<file path="config.mk">
export PLATFORM = sky130hd
export DESIGN_NAME = agusec_range_pipe_flat
export DESIGN_NICKNAME = d
export VERILOG_FILES = /design/src/rtl/agusec_range_pipe_if.sv /design/src/rtl/agusec_range_pipe.sv /design/src/flat_wrapper.sv
export SDC_FILE = /design/constraint.sdc
export NUM_CORES = 1
export LEC_CHECK = 0
export BUFFER_PORTS_ARGS = -buffer_cell sky130_fd_sc_hd__clkbuf_2
export CAP_MARGIN = 20
export CORE_ASPECT_RATIO = 0.8
export CORE_MARGIN = 8
export CORE_UTILIZATION = 55
export CTS_CLUSTER_SIZE = 25
export DETAILED_ROUTE_END_ITERATION = 10
export PLACE_DENSITY_LB_ADDON = 0.08
export RECOVER_POWER = 100
export SYNTH_ARGS = -nofsm -noshare
export SYNTH_HDL_FRONTEND = slang
export SYNTH_SLANG_ARGS = --single-unit
</file>
<file path="constraint.sdc">
create_clock -name clk -period 5 [get_ports clk]
set_clock_uncertainty 0.15 [all_clocks]
set_input_delay 1 -clock clk [delete_from_list [all_inputs] [get_ports clk]]
set_output_delay 1 -clock clk [all_outputs]
set_load 0.01 [all_outputs]
</file>
<file path="src/rtl/agusec_range_pipe_if.sv">
// Request/result bus for agusec_range_pipe.
// Each channel sends a pointer check in and gets a verdict back.
interface agusec_range_pipe_if #(
    parameter int CH = 2
);
    logic [CH-1:0]    in_vld;
    logic [CH*64-1:0] in_ptr;
    logic [CH-1:0]    in_cin;
    logic [CH-1:0]    chk_en;
    logic [CH-1:0]    out_vld;
    logic [CH-1:0]    out_ok;
    logic [CH-1:0]    out_fault;

    modport master (
        output in_vld, in_ptr, in_cin, chk_en,
        input  out_vld, out_ok, out_fault
    );

    modport slave (
        input  in_vld, in_ptr, in_cin, chk_en,
        output out_vld, out_ok, out_fault
    );
endinterface

</file>
<file path="src/rtl/agusec_range_pipe.sv">
// Two-stage per-channel pointer bounds checker.
// Also keeps fault status: sticky flags, a saturating counter and the first faulting channel.
module agusec_range_pipe #(
    parameter int CH           = 2,
    parameter int CNT_W        = 16,
    parameter int MAX_EXP_PASS = 1
) (
    input  logic               clk,
    input  logic               rst_n,
    agusec_range_pipe_if.slave bus,
    input  logic               stall,
    input  logic               clr,
    output logic [CH-1:0]      fault_sticky,
    output logic [CNT_W-1:0]   fault_cnt,
    output logic [2:0]         first_ch,
    output logic               first_vld
);
    // Bounds metadata sits above the 40-bit address window ptr[43:4].
    localparam int EXP_LSB    = 59;
    localparam int HI_LSB     = 52;
    localparam int LOW_LSB    = 45;
    localparam int ON_LOW_BIT = 44;

    logic [CH-1:0]      s1_vld_q, s1_vld_d;
    logic [CH-1:0]      s1_cin_q, s1_cin_d;
    logic [CH-1:0]      s1_en_q, s1_en_d;
    logic [CH-1:0]      s1_on_low_q, s1_on_low_d;
    logic [CH-1:0][6:0] s1_low_q, s1_low_d;
    logic [CH-1:0][6:0] s1_hi_q, s1_hi_d;
    logic [CH-1:0][4:0] s1_exp_q, s1_exp_d;
    logic [CH-1:0][7:0] s1_bits_q, s1_bits_d;
    logic [CH-1:0]      out_vld_q, out_vld_d;
    logic [CH-1:0]      out_ok_q, out_ok_d;
    logic [CH-1:0]      sticky_q, sticky_d;
    logic [CNT_W-1:0]   cnt_q, cnt_d;
    logic [2:0]         first_ch_q, first_ch_d;
    logic               first_vld_q, first_vld_d;

    logic [CH-1:0][7:0] bits_c;
    logic [CH-1:0][6:0] low_c;
    logic [CH-1:0][6:0] hi_c;
    logic [CH-1:0][4:0] exp_c;
    logic [CH-1:0]      on_low_c;
    logic [CH-1:0]      ok_c;
    logic [CH-1:0]      unused_ptr;

    logic [CH-1:0]      new_fault;
    logic [3:0]         pop;
    logic [2:0]         low_idx;
    logic [CNT_W+3:0]   cnt_sum;

    for (genvar i = 0; i < CH; i++) begin : g_ch
        logic [63:0] ptr;
        logic [7:0]  lo;
        logic [7:0]  hi8;
        logic        diff;
        logic        above_lo;
        logic        below_hi;
        logic        forced;

        assign ptr           = bus.in_ptr[i*64 +: 64];
        assign exp_c[i]      = ptr[EXP_LSB +: 5];
        assign hi_c[i]       = ptr[HI_LSB +: 7];
        assign low_c[i]      = ptr[LOW_LSB +: 7];
        assign on_low_c[i]   = ptr[ON_LOW_BIT];
        assign bits_c[i]     = 8'(ptr[43:4] >> exp_c[i]);
        assign unused_ptr[i] = ^ptr[3:0];

        // A wrapped region (hi below low) relaxes whichever bound on_low selects.
        assign lo       = {s1_low_q[i], 1'b0};
        assign hi8      = {s1_hi_q[i], 1'b1};
        assign diff     = s1_hi_q[i] < s1_low_q[i];
        assign above_lo = (s1_bits_q[i] >= lo) | (diff & ~s1_on_low_q[i]);
        assign below_hi = (s1_bits_q[i] <= hi8) | (diff & s1_on_low_q[i]);
        assign forced   = ~s1_en_q[i] | ((MAX_EXP_PASS == 1) && (s1_exp_q[i] == 5'h1f));
        assign ok_c[i]  = s1_cin_q[i] & (forced | (above_lo & below_hi));
    end

    // Next-state for both pipeline stages and fault bookkeeping; stall freezes all of it.
    always_comb begin
        s1_vld_d    = s1_vld_q;
        s1_cin_d    = s1_cin_q;
        s1_en_d     = s1_en_q;
        s1_on_low_d = s1_on_low_q;
        s1_low_d    = s1_low_q;
        s1_hi_d     = s1_hi_q;
        s1_exp_d    = s1_exp_q;
        s1_bits_d   = s1_bits_q;
        out_vld_d   = out_vld_q;
        out_ok_d    = out_ok_q;
        sticky_d    = sticky_q;
        cnt_d       = cnt_q;
        first_ch_d  = first_ch_q;
        first_vld_d = first_vld_q;
        new_fault   = '0;
        pop         = '0;
        low_idx     = '0;
        cnt_sum     = '0;

        if (!stall) begin
            s1_vld_d    = bus.in_vld;
            s1_cin_d    = bus.in_cin;
            s1_en_d     = bus.chk_en;
            s1_on_low_d = on_low_c;
            s1_low_d    = low_c;
            s1_hi_d     = hi_c;
            s1_exp_d    = exp_c;
            s1_bits_d   = bits_c;
            out_vld_d   = s1_vld_q;
            out_ok_d    = s1_vld_q & ok_c;
            new_fault   = s1_vld_q & ~ok_c;

            for (int i = 0; i < CH; i++) begin
                pop = pop + 4'(new_fault[i]);
            end
            for (int i = CH - 1; i >= 0; i--) begin
                if (new_fault[i]) low_idx = 3'(i);
            end

            // Faults arriving alongside clr survive it: clear first, then accumulate.
            sticky_d = (clr ? '0 : sticky_q) | new_fault;
            cnt_sum  = (clr ? '0 : {4'b0, cnt_q}) + {{CNT_W{1'b0}}, pop};
            cnt_d    = (|cnt_sum[CNT_W+3:CNT_W]) ? '1 : cnt_sum[CNT_W-1:0];

            if (clr) begin
                first_vld_d = 1'b0;
                first_ch_d  = '0;
            end
            if ((clr || !first_vld_q) && (|new_fault)) begin
                first_vld_d = 1'b1;
                first_ch_d  = low_idx;
            end
        end
    end

    always_ff @(posedge clk or negedge rst_n) begin
        if (!rst_n) begin
            s1_vld_q    <= '0;
            s1_cin_q    <= '0;
            s1_en_q     <= '0;
            s1_on_low_q <= '0;
            s1_low_q    <= '0;
            s1_hi_q     <= '0;
            s1_exp_q    <= '0;
            s1_bits_q   <= '0;
            out_vld_q   <= '0;
            out_ok_q    <= '0;
            sticky_q    <= '0;
            cnt_q       <= '0;
            first_ch_q  <= '0;
            first_vld_q <= 1'b0;
        end else begin
            s1_vld_q    <= s1_vld_d;
            s1_cin_q    <= s1_cin_d;
            s1_en_q     <= s1_en_d;
            s1_on_low_q <= s1_on_low_d;
            s1_low_q    <= s1_low_d;
            s1_hi_q     <= s1_hi_d;
            s1_exp_q    <= s1_exp_d;
            s1_bits_q   <= s1_bits_d;
            out_vld_q   <= out_vld_d;
            out_ok_q    <= out_ok_d;
            sticky_q    <= sticky_d;
            cnt_q       <= cnt_d;
            first_ch_q  <= first_ch_d;
            first_vld_q <= first_vld_d;
        end
    end

    assign bus.out_vld   = out_vld_q;
    assign bus.out_ok    = out_ok_q;
    assign bus.out_fault = out_vld_q & ~out_ok_q;
    assign fault_sticky  = sticky_q;
    assign fault_cnt     = cnt_q;
    assign first_ch      = first_ch_q;
    assign first_vld     = first_vld_q;
endmodule

</file>
<file path="src/flat_wrapper.sv">
// flat-port wrapper written by rule: the top's interface ports become plain ports
module agusec_range_pipe_flat 
#(
    parameter int CH           = 2,
    parameter int CNT_W        = 16,
    parameter int MAX_EXP_PASS = 1
)
  (clk, rst_n, stall, clr, fault_sticky, fault_cnt, first_ch, first_vld, bus_in_vld, bus_in_ptr, bus_in_cin, bus_chk_en, bus_out_vld, bus_out_ok, bus_out_fault);
  agusec_range_pipe_if #(.CH(CH)) bus_i ();
  input  logic clk;
  input  logic rst_n;
  input  logic stall;
  input  logic clr;
  output logic [CH-1:0] fault_sticky;
  output logic [CNT_W-1:0] fault_cnt;
  output logic [2:0] first_ch;
  output logic first_vld;
  input wire logic [$bits(bus_i.in_vld)-1:0] bus_in_vld;
  input wire logic [$bits(bus_i.in_ptr)-1:0] bus_in_ptr;
  input wire logic [$bits(bus_i.in_cin)-1:0] bus_in_cin;
  input wire logic [$bits(bus_i.chk_en)-1:0] bus_chk_en;
  output wire logic [$bits(bus_i.out_vld)-1:0] bus_out_vld;
  output wire logic [$bits(bus_i.out_ok)-1:0] bus_out_ok;
  output wire logic [$bits(bus_i.out_fault)-1:0] bus_out_fault;
  assign bus_i.in_vld = bus_in_vld;
  assign bus_i.in_ptr = bus_in_ptr;
  assign bus_i.in_cin = bus_in_cin;
  assign bus_i.chk_en = bus_chk_en;
  assign bus_out_vld = bus_i.out_vld;
  assign bus_out_ok = bus_i.out_ok;
  assign bus_out_fault = bus_i.out_fault;
  agusec_range_pipe #(.CH(CH), .CNT_W(CNT_W), .MAX_EXP_PASS(MAX_EXP_PASS)) u_core (.clk(clk), .rst_n(rst_n), .bus(bus_i), .stall(stall), .clr(clr), .fault_sticky(fault_sticky), .fault_cnt(fault_cnt), .first_ch(first_ch), .first_vld(first_vld));
endmodule
</file>
**After elaboration in Yosys (flattened, before gate mapping)**

Cells that the tools add are included.

- Register bits after elaboration: 88
- Input port bits: 138
- Output and inout port bits: 28

- $add $sub $neg: 2
- Order comparisons: 6
- Eq/ne operators: 2
- Shift-type cells: 2
- Mux-type cells: 9
- Bitwise operators: 27
- Reductions and logical operators: 7

Operators with widths:

| operator | number |
|---|---|
| 40-bit by 5-bit >> shifter with 8-bit output | 2 |
| 16-bit 2-to-1 mux | 2 |
| 20-bit by 4-bit adder with 20-bit output | 1 |
| 8-bit greater-or-equal comparator | 2 |
| 8-bit <= comparator | 2 |
| 7-bit < comparator | 2 |
| 5-bit == test, second input constant | 2 |
| 1-bit bitwise AND | 8 |
| 1-bit OR | 8 |
| 2-bit bitwise AND | 3 |
| 3-bit 2-to-1 mux | 2 |
| 1-bit inverter | 5 |
| 1-bit 2-to-1 mux | 4 |
| 2-bit inverter | 2 |
| 4-bit OR reduction | 1 |
| 1-bit by 1-bit adder with 2-bit output | 1 |
| 2-bit 2-to-1 mux | 1 |
| 2-bit OR | 1 |
| 2-bit AND reduction | 1 |
| 2-bit nonzero test | 1 |
| 2-bit OR reduction | 1 |
| 1-bit logical AND | 1 |
| 1-bit zero test | 1 |
| 1-bit logical OR | 1 |

**Longest topological paths before layout**

- Word-level depth: 12
- Mapped depth: 19

**Worst setup path after synthesis**

Ideal clock, no wire load.

- Kind: register to register
- Start: register u_core.s1_hi_q (netlist bit u_core.g_ch[1].hi8[5])
- End: register u_core.cnt_q[15] (netlist: u_core.fault_cnt[15])
- Arrival time: 3878 ps
- Data required time: 4758 ps
- Path slack: 880 ps
- Stages on the path, launching flop included: 20
- Buffers on the path: 1
- Clock period less this slack: 4120 ps
- Cell sequence: dfrtp_1 -> inv_1 -> ha_1 -> a211oi_1 -> o21bai_1 -> o22a_1 -> o41ai_1 -> a31oi_1 -> and2_1 -> ha_1 -> ha_1 -> inv_1 -> fa_1 -> nor2b_1 -> nand3_1 -> nor3_1 -> a21o_1 -> buf_2 -> nand2_1 -> o31ai_2

- Cells in the longest elaborated chain, start to end: 12
- Elaborated cells on any way between the ends: 15
- Classes of those cells: add/sub: 2; order compare: 2; mux: 1; bitwise: 9; reduce/logical: 1

RTL lines:

| item | line | text |
|---|---|---|
| start, declared | agusec_range_pipe.sv:29 | `logic [CH-1:0][6:0] s1_hi_q, s1_hi_d;` |
| start signal, assigned | agusec_range_pipe.sv:158 | `s1_hi_q <= s1_hi_d;` |
| 7-bit < comparator | agusec_range_pipe.sv:72 | `assign diff = s1_hi_q[i] < s1_low_q[i];` |
| 1-bit bitwise AND, on equally long branches | agusec_range_pipe.sv:73, agusec_range_pipe.sv:74 |  |
| 1-bit OR, on equally long branches | agusec_range_pipe.sv:73, agusec_range_pipe.sv:74 |  |
| 1-bit bitwise AND (*) | agusec_range_pipe.sv:76 | `assign ok_c[i] = s1_cin_q[i] & (forced \| (above_lo & below_hi));` |
| 1-bit OR (*) | agusec_range_pipe.sv:76 |  |
| 1-bit bitwise AND (*) | agusec_range_pipe.sv:76 |  |
| 2-bit inverter (*) | agusec_range_pipe.sv:111 | `new_fault = s1_vld_q & ~ok_c;` |
| 2-bit bitwise AND (*) | agusec_range_pipe.sv:111 |  |
| 1-bit by 1-bit adder with 2-bit output (*) | agusec_range_pipe.sv:114 | `pop = pop + 4'(new_fault[i]);` |
| 20-bit by 4-bit adder with 20-bit output (*) | agusec_range_pipe.sv:122 | `cnt_sum = (clr ? '0 : {4'b0, cnt_q}) + {{CNT_W{1'b0}}, pop};` |
| 4-bit OR reduction | agusec_range_pipe.sv:123 | `cnt_d = (\|cnt_sum[CNT_W+3:CNT_W]) ? '1 : cnt_sum[CNT_W-1:0];` |
| 16-bit 2-to-1 mux (*) | agusec_range_pipe.sv:123 |  |
| end signal, assigned | agusec_range_pipe.sv:164 | `cnt_q <= cnt_d;` |
| end, declared | agusec_range_pipe.sv:35 | `logic [CNT_W-1:0] cnt_q, cnt_d;` |

Every way passes the cells marked *; elsewhere a longest branch is shown, timed or not.
A chain may end at the register's enable or synchronous reset.

**Worst setup path in the final report**

Ends and elaborated chain as after synthesis.

==> summary.txt <==
Floorplanning
  – Initial Util: 56.3%
  – Total Die Area: 17100 um^2
  – Height of the die: between 100 and 150 um
  – Chip width: around 140 um
  – Row cnt: 37
  – Core area: between 10000 and 15000 um^2
  – I/O pin total: roughly 170

Yosys
  – Synthesis Warnings: 0
  – Synth top cells by count: 86 x dfrtp_1, 80 x nand2_1, 67 x mux2i_1, 63 x mux2_2, 54 x a21oi_1
  – Synthesized flop and latch total: between 80 and 90
  – Synth async-reset ratio: 100%
  – Syn Inst Count: about 730
  – Post-synth top area cell: dfrtp_1
  – Post-Syn Area: between 7000 and 8000 um^2
  – Post-synthesis xor/xnor area fraction: 0%
  – Compound-Gate Fraction of Synth Area: a little over an eighth
  – Syn avg cell area: 9.86 um^2
  – Seq/Total Area, Yosys: ~30%
  – Synth top area share: 29.8%
  – Cell variety after synth: just over 50
  – Post-synth EDFFs: 0
  – Ys flop type: dfrtp_1
  – Most common cell in the synthesized netlist: dfrtp_1
  – Synth area leaders: dfrtp_1 30%, mux4_2 12%, mux2_2 9.8%
  – Adder-cell share of the synthesized area: under 10%
  – Mux share of post-synthesis cell area: between 30% and 40%
  – Largest family of logic cells by synthesized area: multiplexers
  – Post-synthesis simple-gate area fraction: between 10% and 20%

Setup path
  – CP Max Fanout: 11
  – Buf/Inv on CP: 4
  – CP Capture Type: flop
  – Most frequent CP cell: ha_1
  – Startpoint type of the worst setup path: flop
  – Kind of critical path: flop to flop
  – Slowest stage delay, CP: between 0.4 and 0.5 ns
  – Required time of the critical path: slightly above 5 ns
  – Delay-heaviest family, CP: compound AO/OA/AOI/OAI gates
  – Slowest-stage cell, CP: fa_1
  – Crit-path cells: inv_1, ha_1, a211oi_1, o21bai_1, o22a_1, o41ai_1, a31oi_1, and2_0, ha_1, ha_1, inv_1, fa_1, nor2b_1, nand3_1, nor3_1, buf_4, a21o_1, clkbuf_1, nand2_1, o31ai_2
  – CP arrival: between 4 and 5 ns

Pwr
  – Max VDD drop: 0.000210 V
  – Register share of total power: about two fifths
  – Leakage: slightly below 4 nW
  – Psw: roughly 0.76 mW
  – Combinational power share: approximately a third
  – Switching Share: between 30 and 40%
  – Power Density: 270 nW/um^2
  – Clock share of power: about 30%
  – Internal power: ~1.5 mW

Clocking
  – TritonCTS Sinks: 86
  – CTS buffer count: 9
  – Clk buf depth: 2
  – Root Driver: clkbuf_16
  – H-Tree Depth: 3
  – Post-CTS Resized: 0
  – Hold buffers post-CTS: 0
  – Setup Buffers After CTS: 0
  – Worst skew pair latency: 0.35 ns
  – Reg clk slew, reported paths: about 0.070 ns
  – TritonCTS clock tree: yes

Placed design
  – IO Port Bufs: about 150
  – DP Wirelength: between 10 and 15 mm
  – Routability cong.: just over 0.9

STA
  – Slew HR: -33.4%
  – Slew Limit Fails: about 120
  – Worst-Margin Slew: around 2 ns
  – Highest clock rate: 217 MHz
  – Setup TNS Final: 0 ns
  – Final period util: slightly above 90%
  – Final Hold Fails: 0
  – Worst Hold Margin: 0.337 ns
  – RSZ-0062 raised after global routing: false
  – Final Critical Period: about 4.6 ns
  – # setup viols final: 0

Hold path
  – Worst min path class: flop to flop

GRT
  – Largest net degree at the start of global routing: a little under 90
  – GR Util All Layers: between 20% and 30%
  – Initial antenna violation count: 0
  – First-pass GRT wire length: 31.1 mm
  – Vias in the first global route: between 6000 and 7000
  – GRT Residual Overflow: 0

Drt
  – Antenna viol nets, final: 0
  – DRT Pass-1 Iters: 5
  – Final wirelength: roughly 18 mm
  – Detailed Route Iter0 Violations: ~420
  – Vias/cell: 5.90
  – Residual DRC count: 0
  – Routed len/inst: ~18 um
  – Via Count: ~6100

Final layout
  – ANT cells: 0
  – Multi-input logic area: between 4000 and 5000 um^2
  – Fillers: 1133
  – Nets: between 1000 and 1500
  – Share of cells above drive strength 1: between 20 and 30%
  – Final Core Density: around two thirds
  – Register area: 2150 um^2
  – Area growth, synth to finish: 15.4%

Run status
  – Status: complete, but fails checks
  – Violated checks: max-capacitance violations, max-slew violations

Run
  – Max-Cap Viols: 2
## worst reg2reg max path, stage by stage, from the launching register on
cell and delay, ns:
dfrtp_1 0.37, inv_1 0.06, ha_1 0.30, a211oi_1 0.26, o21bai_1 0.11, o22a_1 0.19, o41ai_1 0.37, a31oi_1 0.17
and2_0 0.25, ha_1 0.29, ha_1 0.15, inv_1 0.06, fa_1 0.41, nor2b_1 0.17, nand3_1 0.12, nor3_1 0.20
buf_4 0.16, a21o_1 0.33, clkbuf_1 0.23, nand2_1 0.09, o31ai_2 0.06
## worst paths after layout
kind / startpoint / end / slack (ns) / depth (start not counted)
setup / recovery: u_core.g_ch[1].hi8[5] / u_core.fault_cnt[15] / 0.40 / 20
hold / removal: u_core.s1_exp_q[7] / u_core.s1_exp_q[7] / 0.34 / 2
setup reg to reg: u_core.g_ch[1].hi8[5] / u_core.fault_cnt[15] / 0.40 / 20
hold reg to reg: u_core.s1_exp_q[7] / u_core.s1_exp_q[7] / 0.34 / 2
max in group asynchronous: rst_n / u_core.g_ch[0].lo[1] / 1.95 / 2
min in group asynchronous: rst_n / u_core.bus.out_vld[1] / 0.58 / 1
## metrics by stage
stage / power [mW] / cells / instance area (um^2) / setup WS (ns)
finish: 2.25 / 1038 / 8330 / 0.401
global route: 2.40 / 1038 / 8330 / 0.0920
CTS: 2.27 / 1035 / 8330 / 0.526
detailed placement: 1.59 / 1019 / 8030 / 0.564
global placement: 1.57 / 1019 / 8030 / 0.674
floorplan: 1.35 / 733 / 7220 / 0.880
## kinds of logic (layout without fill, tap and decap cells)
| logic type | after synthesis | in the layout |
|---|---|---|
| DFF | 86 | 86 |
| muxes | 169 | 169 |
| AOI/OAI and AO/OA | 158 | 158 |
| buffers and inverters | 87 | 217 |
| other | 1 | 2 |
| and+or+nand+nor | 185 | 185 |
| adders and majority gates | 46 | 46 |
## layout by cell type (no fill, tap or decap), types with 14 or more instances in the layout
master and n:
a21oi_1 54, clkbuf_1 30, clkbuf_2 126, dfrtp_1 86
ha_1 45, inv_1 38, mux2_2 63, mux2i_1 67
mux4_2 39, nand2_1 80, nand3_1 16, nor2_1 36
nor2b_1 14, o21ai_0 40
## flip-flops by register name, summed over array words and instances, names as in the netlist
| register | flops |
|---|---|
| u_core.fault_cnt | 16 |
| u_core.s1_bits_q | 16 |
| u_core.g_ch.hi8 | 14 |
| u_core.g_ch.lo | 14 |
| u_core.s1_exp_q | 10 |
| u_core.bus.out_ok | 2 |
| u_core.bus.out_vld | 2 |
| u_core.fault_sticky | 2 |
| u_core.s1_cin_q | 2 |
| u_core.s1_en_q | 2 |
| u_core.s1_on_low_q | 2 |
| u_core.s1_vld_q | 2 |
| u_core.first_ch | 1 |
| u_core.first_vld | 1 |
## metal layers
metal	track usage, %	up-vias	wire (um)
li1	-	2964	-
met1	30.0	2982	8290
met2	35.3	150	8790
met3	3.98	25	880
met4	5.31	0	263
met5	0	-	0
## power by group through the flow
| stage | Combinational [mW] | Sequential (mW) | Clock [mW] |
|---|---|---|---|
| 6_report | 0.721 | 0.858 | 0.667 |
| 3_5_place_dp | 0.723 | 0.872 | 0 |
| 2_1_floorplan | 0.491 | 0.860 | 0 |
| 3_3_place_gp | 0.698 | 0.867 | 0 |
| 5_1_grt | 0.814 | 0.871 | 0.716 |
| 4_1_cts | 0.730 | 0.859 | 0.681 |
## layout make-up
type / count / share of cell area, %
clock buffer: 9 / 2.70
sequential: 86 / 25.8
timing repair buffer: 161 / 9.76
tap: 175 / 2.63
clock inverter: 7 / 0.916
inverter: 40 / 1.80
multi-input combinational: 560 / 56.4
Power figures use the tool's default switching activity.
